===== src/rtl/starfield_pkg.sv =====
// Shared definitions for the starfield compositor: CPU register map,
// control bit positions and fade state encoding.
package starfield_pkg;

   localparam logic SF_REG_CTRL = 1'b0;
   localparam logic SF_REG_TINT = 1'b1;

   localparam int SF_CTRL_STAR_EN  = 0;
   localparam int SF_CTRL_FADE_DIR = 1;

   localparam int SF_TINT_R = 2;
   localparam int SF_TINT_G = 1;
   localparam int SF_TINT_B = 0;

   typedef enum logic {
      SF_FADE_IDLE = 1'b0,
      SF_FADE_RUN  = 1'b1
   } sf_fade_t;

endpackage


===== src/rtl/starfield_fade.sv =====
// Frame-rate brightness ramp: vblank edge detect, IDLE/FADING state machine and
// a level that steps toward 0 or 255 once per frame, saturating at the target.
module starfield_fade
   import starfield_pkg::*;
#(
   parameter logic [7:0] FADE_STEP = 8'd4
) (
   input  logic       clk,
   input  logic       rst,
   input  logic       en,
   input  logic       vblank,
   input  logic       start,
   input  logic       dir,
   output logic [7:0] level,
   output logic       fading
);

   sf_fade_t   state, state_nxt;
   logic [7:0] level_nxt;
   logic       dir_q, dir_nxt;
   logic       vblank_d;
   logic       rise;
   logic [7:0] target;
   logic [7:0] stepped;

   function automatic logic [7:0] sat_step(input logic [7:0] lvl, input logic up);
      logic signed [9:0] sum;
      if (up) sum = $signed({2'b00, lvl}) + $signed({2'b00, FADE_STEP});
      else    sum = $signed({2'b00, lvl}) - $signed({2'b00, FADE_STEP});
      if (sum > 10'sd255)     return 8'hFF;
      else if (sum < 10'sd0)  return 8'h00;
      else                    return sum[7:0];
   endfunction

   assign rise    = en & vblank & ~vblank_d;
   assign target  = dir_q ? 8'hFF : 8'h00;
   assign stepped = sat_step(level, dir_q);
   assign fading  = (state == SF_FADE_RUN);

   // A step already at the target saturates onto it, so the "hold one frame,
   // then go idle" case falls out of the normal step rule.
   always_comb begin
      state_nxt = state;
      level_nxt = level;
      dir_nxt   = dir_q;
      if (start) begin
         state_nxt = SF_FADE_RUN;
         dir_nxt   = dir;
      end else if (state == SF_FADE_RUN && rise) begin
         level_nxt = stepped;
         if (stepped == target) state_nxt = SF_FADE_IDLE;
      end
   end

   always_ff @(posedge clk) begin
      if (rst) begin
         state    <= SF_FADE_IDLE;
         level    <= 8'h00;
         dir_q    <= 1'b0;
         vblank_d <= 1'b0;
      end else begin
         state <= state_nxt;
         level <= level_nxt;
         dir_q <= dir_nxt;
         if (en) vblank_d <= vblank;
      end
   end

endmodule


===== src/rtl/starfield_compositor.sv =====
// Two-stage pixel compositor: foreground over tinted, faded stars, with blanking.
// Hosts the CPU control/tint registers and the frame fade sub-block.
module starfield_compositor
   import starfield_pkg::*;
#(
   parameter logic [7:0] FADE_STEP  = 8'd4,
   parameter logic [2:0] TINT_RESET = 3'b111
) (
   input  logic       clk,
   input  logic       rst,
   input  logic       en,
   input  logic       vblank,
   input  logic       hblank,
   input  logic       sf_on,
   input  logic [7:0] sf_star,
   input  logic       fg_on,
   input  logic [7:0] fg_r,
   input  logic [7:0] fg_g,
   input  logic [7:0] fg_b,
   input  logic       addr,
   input  logic [7:0] data_in,
   input  logic       write,
   output logic [7:0] r,
   output logic [7:0] g,
   output logic [7:0] b,
   output logic       blank_out,
   output logic       fading
);

   logic       star_en;
   logic [2:0] tint;
   logic       ctrl_wr;
   logic [7:0] level;
   logic       unused_data;

   logic       sf_on_p1, fg_on_p1, blank_p1;
   logic [7:0] sf_star_p1, fg_r_p1, fg_g_p1, fg_b_p1;
   logic [7:0] lum_p1;
   logic [7:0] mix_r, mix_g, mix_b;

   // Truncating scale: 255 maps a nonzero star to star-1, which is acceptable.
   function automatic logic [7:0] scale_lum(input logic [7:0] star, input logic [7:0] lvl);
      return 8'((16'(star) * 16'(lvl)) >> 8);
   endfunction

   assign ctrl_wr     = write & (addr == SF_REG_CTRL);
   assign unused_data = &{1'b0, data_in[7:3]};

   starfield_fade #(.FADE_STEP(FADE_STEP)) u_fade (
      .clk    (clk),
      .rst    (rst),
      .en     (en),
      .vblank (vblank),
      .start  (ctrl_wr),
      .dir    (data_in[SF_CTRL_FADE_DIR]),
      .level  (level),
      .fading (fading)
   );

   always_ff @(posedge clk) begin
      if (rst) begin
         star_en <= 1'b0;
         tint    <= TINT_RESET;
      end else if (write) begin
         if (addr == SF_REG_CTRL) star_en <= data_in[SF_CTRL_STAR_EN];
         else                     tint    <= data_in[2:0];
      end
   end

   // Stage 1: capture raw pixel inputs
   always_ff @(posedge clk) begin
      if (rst) begin
         sf_on_p1   <= 1'b0;
         sf_star_p1 <= 8'h00;
         fg_on_p1   <= 1'b0;
         fg_r_p1    <= 8'h00;
         fg_g_p1    <= 8'h00;
         fg_b_p1    <= 8'h00;
         blank_p1   <= 1'b1;
      end else if (en) begin
         sf_on_p1   <= sf_on;
         sf_star_p1 <= sf_star;
         fg_on_p1   <= fg_on;
         fg_r_p1    <= fg_r;
         fg_g_p1    <= fg_g;
         fg_b_p1    <= fg_b;
         blank_p1   <= hblank | vblank;
      end
   end

   // Stage 2: scale, tint and priority-mix using live register values
   assign lum_p1 = scale_lum(sf_star_p1, level);

   always_comb begin
      mix_r = 8'h00;
      mix_g = 8'h00;
      mix_b = 8'h00;
      if (blank_p1) begin
         mix_r = 8'h00;
      end else if (fg_on_p1) begin
         mix_r = fg_r_p1;
         mix_g = fg_g_p1;
         mix_b = fg_b_p1;
      end else if (star_en && sf_on_p1) begin
         mix_r = tint[SF_TINT_R] ? lum_p1 : 8'h00;
         mix_g = tint[SF_TINT_G] ? lum_p1 : 8'h00;
         mix_b = tint[SF_TINT_B] ? lum_p1 : 8'h00;
      end
   end

   always_ff @(posedge clk) begin
      if (rst) begin
         r         <= 8'h00;
         g         <= 8'h00;
         b         <= 8'h00;
         blank_out <= 1'b1;
      end else if (en) begin
         r         <= mix_r;
         g         <= mix_g;
         b         <= mix_b;
         blank_out <= blank_p1;
      end
   end

endmodule


===== config.mk =====
export PLATFORM = sky130hd
export DESIGN_NAME = starfield_compositor
export DESIGN_NICKNAME = d
export VERILOG_FILES = /design/src/rtl/starfield_pkg.sv /design/src/rtl/starfield_fade.sv /design/src/rtl/starfield_compositor.sv
export SDC_FILE = /design/constraint.sdc
export NUM_CORES = 1
export LEC_CHECK = 0
export CAP_MARGIN = 25
export CORE_MARGIN = 5
export CORE_UTILIZATION = 59
export CTS_CLUSTER_DIAMETER = 50
export DETAILED_ROUTE_END_ITERATION = 10
export GPL_ROUTABILITY_DRIVEN = 0
export PLACE_DENSITY_LB_ADDON = 0.08
export SYNTH_ARGS = -nofsm -noshare
export SYNTH_HDL_FRONTEND = slang
export SYNTH_SLANG_ARGS = --single-unit

===== constraint.sdc =====
create_clock -name clk -period 7.85 [get_ports clk]
set_clock_uncertainty 0.15 [all_clocks]
set_input_delay 1.57 -clock clk [delete_from_list [all_inputs] [get_ports clk]]
set_output_delay 1.57 -clock clk [all_outputs]
set_load 0.1 [all_outputs]

==> results summary <==
The flow ran to the end, and the final reports show no timing, DRC or antenna violations. The first routing iteration left 138 violations. The number of top-level pins is 75. The post-synthesis async set-or-reset flop share is 0%. The footprint of the flip-flops and latches came out at 1500 µm².

The wire length of the first global-routing pass came out at 19.7 mm. The class of the worst hold path is register to register. The effective utilization at floorplan came out at 60.8%. The worst setup path is captured at a register.

The final critical path takes up 64.6% of the cycle. The maximum number of pins on one net before global-route repair came out at 57. The initial antenna violation count came out at 0. The layout overhead on the synthesized area came out at 18.8%. The worst hold path depth is 2. The worst reg2reg path startpoint is u_fade.level[7]. The overall fraction of global-route tracks in use is 23.9%. The power density over the cells is 137 nW/µm².

The post-CTS resize count is 0. The routed wire length is 11.9 mm. The post-synthesis sequential area ratio is 29.9%. The total overflow left after global routing is 0. Setup repair after global routing left no endpoint under its margin. The multi-input combinational cells in the finished layout cover a total of 3230 µm². The endpoint identified for the worst register-to-register timing path is b[5]. The worst hold slack after final layout came out at 0.305 ns. The floorplan step set the die height to 102 µm. The number of buffers on the longest clock path came out at 2.

The worst supply voltage drop on vdd came out at 0.116 mV. Among all flip-flop cells after synthesis, the most frequent one is sky130_fd_sc_hd__dfxtp_1. CTS saw 75 sinks. The total of warnings raised by yosys came out at 0. Setup slack on the worst reg-to-reg path comes out at 2.78 ns.

The data arrival at the endpoint of the critical path is 5.14 ns. In this run the most critical hold path is launched from star_en. After synthesis, the largest family of logic cells by area is adder cells.

The count of nets after finishing came out at 732. Static timing analysis puts the maximum clock frequency at 197 MHz. In this run, post-CTS hold repair placed 0 buffers. The die covers 10400 µm².

The net switching power of the design is 0.223 mW. The average via count per standard cell came out at 5.67. The synthesized netlist devotes 13.4% of its cell area to compound gates. The synthesized design contains 0 enable-type register cells. The final-report hold violation count came out at 0.

The count of endpoints failing setup in the final report is 0. Ranked by instance count, the synthesized netlist is headed by 75 x sky130_fd_sc_hd__dfxtp_1, 54 x sky130_fd_sc_hd__nor2_1, 49 x sky130_fd_sc_hd__and2_1, 48 x sky130_fd_sc_hd__inv_1, 40 x sky130_fd_sc_hd__nand2_1. The count of TritonRoute iterations in the first routing pass came out at 4. At the later pin of the worst-skew pair, clock insertion delay measures 0.36 ns. Measured against its own limit, the worst slew margin works out to 32.5%. The flop and latch count out of synthesis came out at 75.

The number of instances in the synthesized netlist is 555. Measured along the x axis, the die boundary spans 102 µm. The number of H-tree levels is 3.

By area the synthesized netlist is led by sky130_fd_sc_hd__dfxtp_1 30%, sky130_fd_sc_hd__fa_1 14%, sky130_fd_sc_hd__ha_1 8.7%. The largest driver fanout on the critical path came out at 14. The area of the core came out at 8260 µm².

The number of max-slew violations in the final report is 0. The port buffer count came out at 69. After Yosys synthesis, full adders, half adders and majority gates account for 22.7% of the synthesized area.

Summing the areas of all xor and xnor instances in the mapped netlist gives 1.75% of the synthesized area. The clock tree from TritonCTS is built. The number of distinct standard cells referenced by the synthesized netlist came out at 53. CTS placed an instance of sky130_fd_sc_hd__clkbuf_8 at the clock tree root. Of the total synthesized cell area, the portion taken by AND, OR, NAND and NOR gates is 19.1%. The fraction of power spent switching nets is 27.4%. The cell type with the highest aggregate area in the netlist is sky130_fd_sc_hd__dfxtp_1. After synthesis, the mean cell area works out to 9.04 µm².

The fraction of final layout cells sized beyond drive strength 1 is 5.18%. The clock network power share came out at 38.4%. Sequential cells account for 50.2% of the total power. Summed over all failing endpoints, the final setup total negative slack is 0 ns.

The number of nets produced by synthesis came out at 674. The pre-CTS setup slack is 2.78 ns. The share of synthesized area in the top cell type comes to 29.9%. In the synthesized netlist, mux cells make up 7.51% of the area. The HPWL after detailed placement came out at 8.72 mm. In this run the post-CTS setup repair buffer count came out at 0. The remaining number of nets flagged by the antenna check after routing came out at 0. The clock slew seen by the registers of the worst setup and hold paths came out at 0.08 ns. In this run the core area contains 33 standard-cell rows. The layout filler cell count is 645.

The kind of critical path is register to register. The clock buffer count from CTS is 9. sky130_fd_sc_hd__dfxtp_1 is the most common cell in the netlist.

The mean routed wirelength per cell is 16.5 µm. The leakage component of the power is 2.71 nW. Tracing the worst setup path back leads to its startpoint at u_fade.level[7]. Summing every instance area after synthesis gives 5020 µm². The slew at the pin closest to its max-slew limit came out at 1.01 ns. STA classifies the critical path startpoint as a register.

The via count of the first global-routing pass came out at 4044. The part of the power in combinational logic is 11.4%. The antenna diode count is 0. The max-cap violation count is 0. Internal power comes to 0.592 mW. The worst hold endpoint is star_en. The total via count in the routed design is 4103. The number of cells on the worst reg-to-reg path is 14. The time the final worst path needs with I/O delays and setup is 5.07 ns. Setup slack on the critical path of the routed design comes to 2.78 ns.

In the routed design, unresolved DRC markers number 0. The endpoint required time on the critical path is 7.92 ns.
[metrics by stage]
stage	utilization [%]	power (mW)	std cells	instance area, µm²
finish	72.2	0.815	723	5960
global route	72.2	0.848	723	5960
CTS	72.1	0.819	722	5950
detailed placement	69.6	0.510	706	5750
global placement	69.6	0.507	706	5750
floorplan	-	0.470	555	5020
[layout make-up]
type | count | share of cell area (%)
inverters | 48 | 3.02
multi-input cells | 406 | 54.2
well taps | 105 | 2.20
clock buffers | 9 | 2.08
flip-flops and latches | 75 | 25.2
repair buffers | 73 | 11.9
clock inverters | 7 | 1.34
[metal layers]
metal  up-vias  global-route usage [%]  part of all wire, %
met3        13                    5.12                  5.3
met5         -                       0                    0
met1      1986                    32.0                   42
met4         0                    5.85                  1.0
li1       1996                       -                    -
met2       108                    39.8                   51
[sequential cells by signal, summed over array words and instances, names as in the netlist]
name             flops
u_fade.fading        1
fg_on_p1             1
blank_out            1
u_fade.vblank_d      1
star_en              1
u_fade.dir_q         1
u_fade.level         8
fg_r_p1              8
b                    8
fg_b_p1              8
tint                 3
blank_p1             1
sf_star_p1           8
g                    8
sf_on_p1             1
fg_g_p1              8
r                    8
[power by group through the flow]
stage / Sequential, mW / Clock [mW] / Combinational (mW)
floorplan: 0.417 / 0 / 0.0539
global placement: 0.418 / 0 / 0.0895
detailed placement: 0.418 / 0 / 0.0921
CTS: 0.409 / 0.317 / 0.0929
global route: 0.412 / 0.334 / 0.102
finish: 0.410 / 0.313 / 0.0927
[how the worst max path moves through the flow]
stage,end,slack [ns]
detailed placement,b[5],2.78
finish,b[5],2.78
global route,b[5],2.52
global placement,b[5],2.90
floorplan,b[5],3.13
CTS,b[5],2.77
[kinds of logic after synthesis]
logic type / count (synthesis)
adder cells (fa/ha/maj): 70
AND/OR/NAND/NOR: 187
buffers and inverters: 74
flip-flops: 75
XOR/XNOR: 10
multiplexers: 37
AO/OA/AOI/OAI: 102
[worst max-delay path, stage by stage (launching register included)]
cell and delay, ns:
sky130_fd_sc_hd__dfxtp_1 0.65, sky130_fd_sc_hd__and2_1 0.23, sky130_fd_sc_hd__fa_1 0.44, sky130_fd_sc_hd__fa_1 0.54, sky130_fd_sc_hd__fa_1 0.55, sky130_fd_sc_hd__inv_1 0.05, sky130_fd_sc_hd__fa_1 0.53, sky130_fd_sc_hd__inv_1 0.04
sky130_fd_sc_hd__ha_1 0.41, sky130_fd_sc_hd__nand3_1 0.15, sky130_fd_sc_hd__or2_2 0.34, sky130_fd_sc_hd__o211a_1 0.27, sky130_fd_sc_hd__o21ai_1 0.17, sky130_fd_sc_hd__xnor2_1 0.24, sky130_fd_sc_hd__o21ai_0 0.16
[cell usage in the layout (no fill, tap or decap), types with 2 or more instances in the layout]
| cell | instances |
|---|---|
| sky130_fd_sc_hd__or2_2 | 2 |
| sky130_fd_sc_hd__a211o_1 | 4 |
| sky130_fd_sc_hd__mux2i_1 | 35 |
| sky130_fd_sc_hd__dfxtp_1 | 75 |
| sky130_fd_sc_hd__and2_1 | 49 |
| sky130_fd_sc_hd__o21ai_0 | 27 |
| sky130_fd_sc_hd__clkdlybuf4s50_1 | 67 |
| sky130_fd_sc_hd__and3_1 | 6 |
| sky130_fd_sc_hd__inv_1 | 48 |
| sky130_fd_sc_hd__xnor2_1 | 5 |
| sky130_fd_sc_hd__a21oi_1 | 16 |
| sky130_fd_sc_hd__a21o_1 | 3 |
| sky130_fd_sc_hd__nor4_1 | 2 |
| sky130_fd_sc_hd__nand3_1 | 5 |
| sky130_fd_sc_hd__o211ai_1 | 2 |
| sky130_fd_sc_hd__a311oi_1 | 2 |
| sky130_fd_sc_hd__nand4_1 | 4 |
| sky130_fd_sc_hd__o221ai_1 | 2 |
| sky130_fd_sc_hd__inv_6 | 3 |
| sky130_fd_sc_hd__and4_1 | 2 |
| sky130_fd_sc_hd__nor2b_1 | 7 |
| sky130_fd_sc_hd__fa_1 | 35 |
| sky130_fd_sc_hd__o21ai_1 | 2 |
| sky130_fd_sc_hd__a22oi_1 | 21 |
| sky130_fd_sc_hd__a31oi_1 | 4 |
| sky130_fd_sc_hd__xor2_1 | 5 |
| sky130_fd_sc_hd__o22ai_1 | 8 |
| sky130_fd_sc_hd__a32oi_1 | 2 |
| sky130_fd_sc_hd__buf_2 | 2 |
| sky130_fd_sc_hd__nand2_1 | 40 |
| sky130_fd_sc_hd__nand2b_1 | 6 |
| sky130_fd_sc_hd__buf_4 | 3 |
| sky130_fd_sc_hd__ha_1 | 35 |
| sky130_fd_sc_hd__nor3_1 | 2 |
| sky130_fd_sc_hd__clkbuf_8 | 9 |
| sky130_fd_sc_hd__nor2_1 | 54 |
Power figures use the tool's default switching activity.
